$ cat config.mk
export PLATFORM = sky130hd
export DESIGN_NAME = byte_calc_ctrl_flat
export DESIGN_NICKNAME = d
export VERILOG_FILES = /design/src/rtl/byte_calc_pkg.sv /design/src/rtl/byte_calc_ctrl_if.sv /design/src/rtl/btn_conditioner.sv /design/src/rtl/byte_calc_ctrl.sv /design/src/flat_wrapper.sv
export SDC_FILE = /design/constraint.sdc
export NUM_CORES = 1
export LEC_CHECK = 0
export ABC_AREA = 1
export CAP_MARGIN = 10
export CORE_MARGIN = 2
export CORE_UTILIZATION = 25
export CTS_CLUSTER_DIAMETER = 30
export DETAILED_ROUTE_END_ITERATION = 8
export PLACE_DENSITY = 0.5
export SKIP_CTS_REPAIR_TIMING = 1
export SLEW_MARGIN = 0
export SYNTH_ARGS = -nofsm -noshare
export SYNTH_HDL_FRONTEND = slang
export SYNTH_SLANG_ARGS = --single-unit
$ cat constraint.sdc
create_clock -name clk -period 1.5 [get_ports clk]
set_input_delay 0.225 -clock clk [delete_from_list [all_inputs] [get_ports clk]]
set_output_delay 0.225 -clock clk [all_outputs]
set_load 0.1 [all_outputs]
$ cat src/rtl/byte_calc_pkg.sv
// Shared definitions for the byte-calculator sequencing controller.
//   state_e      : controller FSM states
//   OP_*         : one-hot datapath opcodes (bit 4 clear, 3 ADD, 2 SUB, 1 MULT, 0 DIV)
//   DIV0_RESULT  : result reported when a divide by zero is refused
//   op_grant()   : fixed-priority pick among operation requests, ADD > SUB > MULT > DIV
//   op_multi()   : more than one operation request present
package byte_calc_pkg;

  typedef enum logic [1:0] {
    StIdle,
    StIssue,
    StWait,
    StClear
  } state_e;

  localparam int unsigned OpW = 5;

  localparam logic [OpW-1:0] OP_NONE = 5'b00000;
  localparam logic [OpW-1:0] OP_CLR  = 5'b10000;
  localparam logic [OpW-1:0] OP_ADD  = 5'b01000;
  localparam logic [OpW-1:0] OP_SUB  = 5'b00100;
  localparam logic [OpW-1:0] OP_MULT = 5'b00010;
  localparam logic [OpW-1:0] OP_DIV  = 5'b00001;

  localparam logic [8:0] DIV0_RESULT = 9'h1FF;

  // req bit positions line up with the opcode bits: [3] ADD, [2] SUB, [1] MULT, [0] DIV.
  function automatic logic [OpW-1:0] op_grant(input logic [3:0] req);
    logic [OpW-1:0] grant;
    grant = OP_NONE;
    if (req[3]) begin
      grant = OP_ADD;
    end else if (req[2]) begin
      grant = OP_SUB;
    end else if (req[1]) begin
      grant = OP_MULT;
    end else if (req[0]) begin
      grant = OP_DIV;
    end
    return grant;
  endfunction

  // Clearing the lowest set bit leaves something only if two or more bits were set.
  function automatic logic op_multi(input logic [3:0] req);
    return (req & (req - 4'd1)) != 4'd0;
  endfunction

endpackage

$ cat src/rtl/byte_calc_ctrl_if.sv
// Board-side bundle of the byte-calculator controller.
//   Buttons (raw, active-high): btn_clr, btn_add, btn_sub, btn_mult, btn_div
//   Operand switches          : sw_a, sw_b
//   Datapath                  : alu_result in; alu_a, alu_b, alu_op out
//   Status to display logic   : result_q, busy, done, err_div0, err_multi
// slave is the controller's view; master is the board / datapath / display view.
interface byte_calc_ctrl_if;

  logic       btn_clr;
  logic       btn_add;
  logic       btn_sub;
  logic       btn_mult;
  logic       btn_div;
  logic [7:0] sw_a;
  logic [7:0] sw_b;
  logic [8:0] alu_result;

  logic [7:0] alu_a;
  logic [7:0] alu_b;
  logic [4:0] alu_op;
  logic [8:0] result_q;
  logic       busy;
  logic       done;
  logic       err_div0;
  logic       err_multi;

  modport slave (
    input  btn_clr, btn_add, btn_sub, btn_mult, btn_div,
    input  sw_a, sw_b, alu_result,
    output alu_a, alu_b, alu_op, result_q, busy, done, err_div0, err_multi
  );

  modport master (
    output btn_clr, btn_add, btn_sub, btn_mult, btn_div,
    output sw_a, sw_b, alu_result,
    input  alu_a, alu_b, alu_op, result_q, busy, done, err_div0, err_multi
  );

endinterface

$ cat src/rtl/btn_conditioner.sv
// Conditions one raw push-button into a single-cycle press pulse.
//   clk       : system clock
//   reset_n   : asynchronous active-low reset
//   btn_raw   : raw asynchronous button level
//   btn_pulse : one-cycle pulse on the rising edge of the debounced level
// The accepted level only moves after DBNC_CYCLES consecutive synchronised samples that
// disagree with it; any agreeing sample restarts the count.
module btn_conditioner #(
  parameter int unsigned DBNC_CYCLES = 4
) (
  input  logic clk,
  input  logic reset_n,
  input  logic btn_raw,
  output logic btn_pulse
);

  localparam int unsigned CntW = (DBNC_CYCLES > 1) ? $clog2(DBNC_CYCLES) : 1;
  localparam logic [CntW-1:0] CntMax = CntW'(DBNC_CYCLES - 1);

  logic            sync1_q;
  logic            sync2_q;
  logic            level_q;
  logic            level_d;
  logic            level_prev_q;
  logic [CntW-1:0] cnt_q;
  logic [CntW-1:0] cnt_d;

  always_comb begin
    level_d = level_q;
    cnt_d   = '0;
    if (sync2_q != level_q) begin
      if (cnt_q == CntMax) begin
        level_d = sync2_q;
      end else begin
        cnt_d = cnt_q + CntW'(1);
      end
    end
  end

  always_ff @(posedge clk or negedge reset_n) begin
    if (!reset_n) begin
      sync1_q      <= 1'b0;
      sync2_q      <= 1'b0;
      level_q      <= 1'b0;
      level_prev_q <= 1'b0;
      cnt_q        <= '0;
    end else begin
      sync1_q      <= btn_raw;
      sync2_q      <= sync1_q;
      level_q      <= level_d;
      level_prev_q <= level_q;
      cnt_q        <= cnt_d;
    end
  end

  assign btn_pulse = level_q & ~level_prev_q;

endmodule

$ cat src/rtl/byte_calc_ctrl.sv
// Sequencing controller in front of the 8-bit byte-calculator datapath.
//   clk     : system clock, all state on the rising edge
//   reset_n : asynchronous active-low reset
//   bus     : board-side bundle (buttons, switches, datapath operands/opcode/result, status)
// Each button is synchronised, debounced and edge-detected. In IDLE a clear press wins;
// otherwise one operation is granted by fixed priority, operands are latched, the opcode
// is driven for one cycle, and after CALC_LAT cycles the datapath result is captured and
// done pulses. Presses outside IDLE are dropped.
module byte_calc_ctrl #(
  parameter int unsigned DBNC_CYCLES = 4,
  parameter int unsigned CALC_LAT    = 1
) (
  input logic         clk,
  input logic         reset_n,
  byte_calc_ctrl_if.slave bus
);

  import byte_calc_pkg::*;

  localparam int unsigned WaitW = (CALC_LAT > 1) ? $clog2(CALC_LAT) : 1;
  localparam logic [WaitW-1:0] WaitMax = WaitW'(CALC_LAT - 1);

  // Button conditioning; index order matches the opcode bit order.
  logic [4:0] btn_raw;
  logic [4:0] btn_pulse;

  assign btn_raw = {bus.btn_clr, bus.btn_add, bus.btn_sub, bus.btn_mult, bus.btn_div};

  for (genvar i = 0; i < 5; i++) begin : g_btn
    btn_conditioner #(
      .DBNC_CYCLES (DBNC_CYCLES)
    ) u_btn (
      .clk       (clk),
      .reset_n   (reset_n),
      .btn_raw   (btn_raw[i]),
      .btn_pulse (btn_pulse[i])
    );
  end

  logic           clr_pulse;
  logic [3:0]     op_req;
  logic [OpW-1:0] op_win;

  assign clr_pulse = btn_pulse[4];
  assign op_req    = btn_pulse[3:0];
  assign op_win    = op_grant(op_req);

  // Controller state.
  state_e          state_q, state_d;
  logic [7:0]      alu_a_q, alu_a_d;
  logic [7:0]      alu_b_q, alu_b_d;
  logic [OpW-1:0]  op_q, op_d;
  logic [8:0]      result_q, result_d;
  logic            done_q, done_d;
  logic            err_div0_q, err_div0_d;
  logic            err_multi_q, err_multi_d;
  logic [WaitW-1:0] wait_cnt_q, wait_cnt_d;

  always_comb begin
    state_d     = state_q;
    alu_a_d     = alu_a_q;
    alu_b_d     = alu_b_q;
    op_d        = op_q;
    result_d    = result_q;
    done_d      = 1'b0;
    err_div0_d  = err_div0_q;
    err_multi_d = err_multi_q;
    wait_cnt_d  = wait_cnt_q;

    unique case (state_q)
      StIdle: begin
        if (clr_pulse) begin
          // Clear wins over any operation press in the same cycle.
          state_d     = StClear;
          result_d    = '0;
          err_div0_d  = 1'b0;
          err_multi_d = 1'b0;
        end else if (op_req != 4'd0) begin
          if (op_multi(op_req)) begin
            err_multi_d = 1'b1;
          end
          if (op_win == OP_DIV && bus.sw_b == 8'd0) begin
            // Refuse the divide: nothing reaches the datapath, report straight away.
            err_div0_d = 1'b1;
            result_d   = DIV0_RESULT;
            done_d     = 1'b1;
          end else begin
            alu_a_d = bus.sw_a;
            alu_b_d = bus.sw_b;
            op_d    = op_win;
            state_d = StIssue;
          end
        end
      end

      StIssue: begin
        state_d    = StWait;
        wait_cnt_d = '0;
      end

      StWait: begin
        if (wait_cnt_q == WaitMax) begin
          result_d = bus.alu_result;
          done_d   = 1'b1;
          state_d  = StIdle;
        end else begin
          wait_cnt_d = wait_cnt_q + WaitW'(1);
        end
      end

      StClear: begin
        state_d = StIdle;
      end

      default: begin
        state_d = StIdle;
      end
    endcase
  end

  always_ff @(posedge clk or negedge reset_n) begin
    if (!reset_n) begin
      state_q     <= StIdle;
      alu_a_q     <= '0;
      alu_b_q     <= '0;
      op_q        <= OP_NONE;
      result_q    <= '0;
      done_q      <= 1'b0;
      err_div0_q  <= 1'b0;
      err_multi_q <= 1'b0;
      wait_cnt_q  <= '0;
    end else begin
      state_q     <= state_d;
      alu_a_q     <= alu_a_d;
      alu_b_q     <= alu_b_d;
      op_q        <= op_d;
      result_q    <= result_d;
      done_q      <= done_d;
      err_div0_q  <= err_div0_d;
      err_multi_q <= err_multi_d;
      wait_cnt_q  <= wait_cnt_d;
    end
  end

  // Opcode and busy decode straight from the state register, so alu_op is one-hot or zero.
  logic [OpW-1:0] alu_op;

  always_comb begin
    alu_op = OP_NONE;
    unique case (state_q)
      StIssue: alu_op = op_q;
      StClear: alu_op = OP_CLR;
      default: alu_op = OP_NONE;
    endcase
  end

  assign bus.alu_a     = alu_a_q;
  assign bus.alu_b     = alu_b_q;
  assign bus.alu_op    = alu_op;
  assign bus.result_q  = result_q;
  assign bus.busy      = (state_q != StIdle);
  assign bus.done      = done_q;
  assign bus.err_div0  = err_div0_q;
  assign bus.err_multi = err_multi_q;

endmodule

$ cat src/flat_wrapper.sv
// flat-port wrapper written by rule: the top's interface ports become plain ports
module byte_calc_ctrl_flat import byte_calc_pkg::*;
#(
  parameter int unsigned DBNC_CYCLES = 4,
  parameter int unsigned CALC_LAT    = 1
)
  (clk, reset_n, bus_btn_clr, bus_btn_add, bus_btn_sub, bus_btn_mult, bus_btn_div, bus_sw_a, bus_sw_b, bus_alu_result, bus_alu_a, bus_alu_b, bus_alu_op, bus_result_q, bus_busy, bus_done, bus_err_div0, bus_err_multi);
  byte_calc_ctrl_if bus_i ();
  input logic clk;
  input logic reset_n;
  input wire logic [$bits(bus_i.btn_clr)-1:0] bus_btn_clr;
  input wire logic [$bits(bus_i.btn_add)-1:0] bus_btn_add;
  input wire logic [$bits(bus_i.btn_sub)-1:0] bus_btn_sub;
  input wire logic [$bits(bus_i.btn_mult)-1:0] bus_btn_mult;
  input wire logic [$bits(bus_i.btn_div)-1:0] bus_btn_div;
  input wire logic [$bits(bus_i.sw_a)-1:0] bus_sw_a;
  input wire logic [$bits(bus_i.sw_b)-1:0] bus_sw_b;
  input wire logic [$bits(bus_i.alu_result)-1:0] bus_alu_result;
  output wire logic [$bits(bus_i.alu_a)-1:0] bus_alu_a;
  output wire logic [$bits(bus_i.alu_b)-1:0] bus_alu_b;
  output wire logic [$bits(bus_i.alu_op)-1:0] bus_alu_op;
  output wire logic [$bits(bus_i.result_q)-1:0] bus_result_q;
  output wire logic [$bits(bus_i.busy)-1:0] bus_busy;
  output wire logic [$bits(bus_i.done)-1:0] bus_done;
  output wire logic [$bits(bus_i.err_div0)-1:0] bus_err_div0;
  output wire logic [$bits(bus_i.err_multi)-1:0] bus_err_multi;
  assign bus_i.btn_clr = bus_btn_clr;
  assign bus_i.btn_add = bus_btn_add;
  assign bus_i.btn_sub = bus_btn_sub;
  assign bus_i.btn_mult = bus_btn_mult;
  assign bus_i.btn_div = bus_btn_div;
  assign bus_i.sw_a = bus_sw_a;
  assign bus_i.sw_b = bus_sw_b;
  assign bus_i.alu_result = bus_alu_result;
  assign bus_alu_a = bus_i.alu_a;
  assign bus_alu_b = bus_i.alu_b;
  assign bus_alu_op = bus_i.alu_op;
  assign bus_result_q = bus_i.result_q;
  assign bus_busy = bus_i.busy;
  assign bus_done = bus_i.done;
  assign bus_err_div0 = bus_i.err_div0;
  assign bus_err_multi = bus_i.err_multi;
  byte_calc_ctrl #(.DBNC_CYCLES(DBNC_CYCLES), .CALC_LAT(CALC_LAT)) u_core (.clk(clk), .reset_n(reset_n), .bus(bus_i));
endmodule
==> results by group <==
Status
  – Outcome: complete, but fails checks
  – Failing checks: negative setup slack

Timing
  – RSZ-0062 raised after global routing: true
  – Final min period: 1.52 ns
  – Relative slew slack: 0.714
  – Period utilization: 1.01
  – Hold Slack: 0.328 ns
  – Worst-Margin Slew: 0.428 ns
  – Final Setup Violations: 4
  – Highest clock rate: 660 MHz
  – Final Hold Fails: 0
  – Setup Skew: 0.00772 ns
  – Worst setup margin: -0.0154 ns
  – Slew Viols, Final: 0

Critical path
  – Critical path type: reg -> out
  – R2r startpoint: u_core.state_q[1]
  – CP endpoint kind: output port
  – RR Endpoint: u_core.bus.alu_b[2]
  – Critical path fanouts, max: 4
  – CP arrival: 1.29 ns
  – Worst r2r path cells: 9
  – Critical Path RT: 1.27 ns
  – Startpoint types: register
  – FF-to-FF setup slack: 0.06 ns

Yosys
  – Synth Area in Simple Gates: 0.254
  – Post-synthesis xor/xnor area fraction: 0.0166
  – Post-synth top area cell: dfrtp_1
  – Largest family of logic cells by synthesized area: simple AND/OR/NAND/NOR gates
  – Post-synthesis cell type count: 24
  – Synth area leaders: dfrtp_1 61%, nand2_1 12%, nand3_1 5.3%
  – Synth Register Bits: 64
  – Syn Nets: 310
  – Adder-cell area share of the yosys netlist: 0.0237
  – Mux contribution to synthesized area: 0.0128
  – Syn Area/Cell: 9.68 µm²
  – Top cell type's share of synthesized area: 0.606
  – Compound-gate portion of the synthesized area: 0.0251
  – Ys Warns: 0
  – Syn Inst Count: 273
  – Sequential area share after synthesis: 0.606
  – Synth Cell Area: 0.00264 mm²

Detailed routing
  – Antenna Violating Nets Remaining: 0
  – TritonRoute pass-1 iters: 4
  – Final wirelength: 5.86 mm
  – Total number of vias: 2070
  – Vias per cell: 4.07
  – Iter 0 DRT Violations: 40
  – Avg WL per Cell: 11.5 µm
  – DRC Markers: 0

Layout
  – # diodes: 0
  – Cell area after layout: 0.00431 mm²
  – Share of cells above drive strength 1: 0.292
  – Final Net Count: 405
  – Finished Layout Cells: 509
  – Area growth syn-to-layout: 63.1%

Global route
  – GRT overflow: 0
  – Vias in the first global route: 2112
  – First-pass GRT wire length: 10.1 mm
  – Initial antenna violation count: 0
  – Global Route Usage Sum: 0.114
  – Pin count of the biggest net entering global routing: 65

Placement
  – Port bufs: 65
  – Final GP Congestion: 0.735
  – Final HPWL DP: 4.13 mm
  – Placed cell count: 486
  – DP Area: 0.00395 mm²

Run
  – MaxCap Viol Count: 0

Floorplan
  – DIE WIDTH: 107 µm
  – Initial cell density of the core: 0.257
  – IO Pins: 66
  – Die area: 0.0114 mm²
  – Placement row count: 37
  – Die height: 107 µm
  – Core outline area: 0.0103 mm²

Clock tree
  – Max Root-Sink Buffers: 2
  – Worst-Skew Late Latency: 0.33 ns
  – CTS H-tree depth: 3
  – TritonCTS buffer count: 9
  – CTS tree: yes
  – Clock root cell: clkbuf_8
  – CTS Sinks: 64
  – Reg clk slew, reported paths: 0.07 ns

Worst hold path
  – Worst hold path endpoint: u_core.g_btn[2].u_btn.sync1_q
  – Worst hold path class: in -> reg
  – Hold_sp: bus_btn_sub
  – Worst hold path stage count: 1
[area by class of cell]
type                    instances  area [µm²]
clock buffers                  13         169
repair buffers                 90        1240
clock inverters                 3        15.0
multi-input cells             171         980
fillers                      1015        5970
inverters                      32         129
flip-flops and latches         64        1600
well taps                     136         170
[stage by stage]
stage / util / worst slack (ns) / setup TNS [ns]
after floorplan: - / -0.184 / -1.18
after global placement: 0.384 / -0.191 / -4.03
after detailed placement: 0.384 / -0.188 / -4.10
after CTS: 0.402 / -0.167 / -0.759
after global routing: 0.419 / -0.0896 / -0.805
final: 0.419 / -0.0154 / -0.0501
[cells by family after synthesis]
logic type,Yosys count
mux,3
fa+ha+maj,5
flops,64
xor+xnor,5
simple gates,147
buf+inv,38
compound gates,11
[synth_stat cells]
| master | count |
|---|---|
| nor2_8 | 2 |
| nor2_1 | 20 |
| xnor2_1 | 5 |
| nand2_2 | 1 |
| dfrtp_1 | 64 |
| nand2_1 | 81 |
| inv_1 | 29 |
| inv_2 | 3 |
| ha_1 | 5 |
| a21oi_1 | 5 |
| buf_6 | 2 |
| nand3_1 | 28 |
| o21ai_2 | 1 |
| buf_4 | 1 |
| and3_1 | 1 |
| o21ai_0 | 3 |
| mux2_2 | 3 |
| buf_2 | 1 |
| nand3_2 | 2 |
| nor3_1 | 5 |
| clkbuf_1 | 2 |
| nand2_4 | 2 |
| nor2_2 | 5 |
| a21oi_2 | 2 |
[registers in the layout (all words and copies together) (netlist names)]
register and cells:
u_core.g_btn.u_btn.cnt_q 10, u_core.bus.result_q 9, u_core.bus.alu_a 8, u_core.bus.alu_b 8
u_core.g_btn.u_btn.level_prev_q 5, u_core.g_btn.u_btn.level_q 5, u_core.g_btn.u_btn.sync1_q 5, u_core.g_btn.u_btn.sync2_q 5
u_core.op_q 4, u_core.state_q 2, u_core.bus.done 1, u_core.bus.err_div0 1
u_core.bus.err_multi 1
[metal layers]
metal / routed length [µm] / share of wire / global-route usage
met1: 2580 / 0.44 / 0.147
met4: 94 / 0.016 / 0.0455
met3: 522 / 0.089 / 0.0486
met2: 2660 / 0.45 / 0.168
met5: 0 / 0 / 0
[critical path, stage by stage (launching register included)]
cell	delay (ns)
dfrtp_2	0.45
inv_2	0.12
nand2_8	0.09
nor2_4	0.12
buf_12	0.18
[how the worst max path moves through the flow]
stage | startpoint | endpoint | slack [ns] | depth (start not counted)
2_1_floorplan | u_core.state_q[1] | bus_alu_op[0] | -0.18 | 3
3_5_place_dp | bus_sw_b[7] | u_core.bus.result_q[2] | -0.19 | 10
6_report | u_core.state_q[1] | bus_alu_op[1] | -0.02 | 4
3_3_place_gp | bus_sw_b[7] | u_core.bus.result_q[6] | -0.19 | 10
5_1_grt | u_core.state_q[1] | bus_alu_op[2] | -0.09 | 4
4_1_cts | u_core.state_q[1] | bus_alu_op[1] | -0.17 | 4
[placed cells by master (no fill, tap or decap), types with 2 or more instances in the layout]
cell and n:
a21oi_1 5, a21oi_2 2, buf_12 37, buf_4 17
buf_6 3, clkbuf_8 12, clkdlybuf4s50_1 30, clkinv_2 3
dfrtp_1 63, ha_1 5, inv_1 27, inv_2 3
mux2_2 3, nand2_1 74, nand2_2 6, nand2_4 2
nand2_8 2, nand3_1 28, nor2_1 16, nor2_4 8
nor2_8 2, nor3_1 5, o21ai_0 3, xnor2_1 5
Power is not shown: default switching activity piles up to over one toggle a cycle in this logic, so the estimate is an artifact.
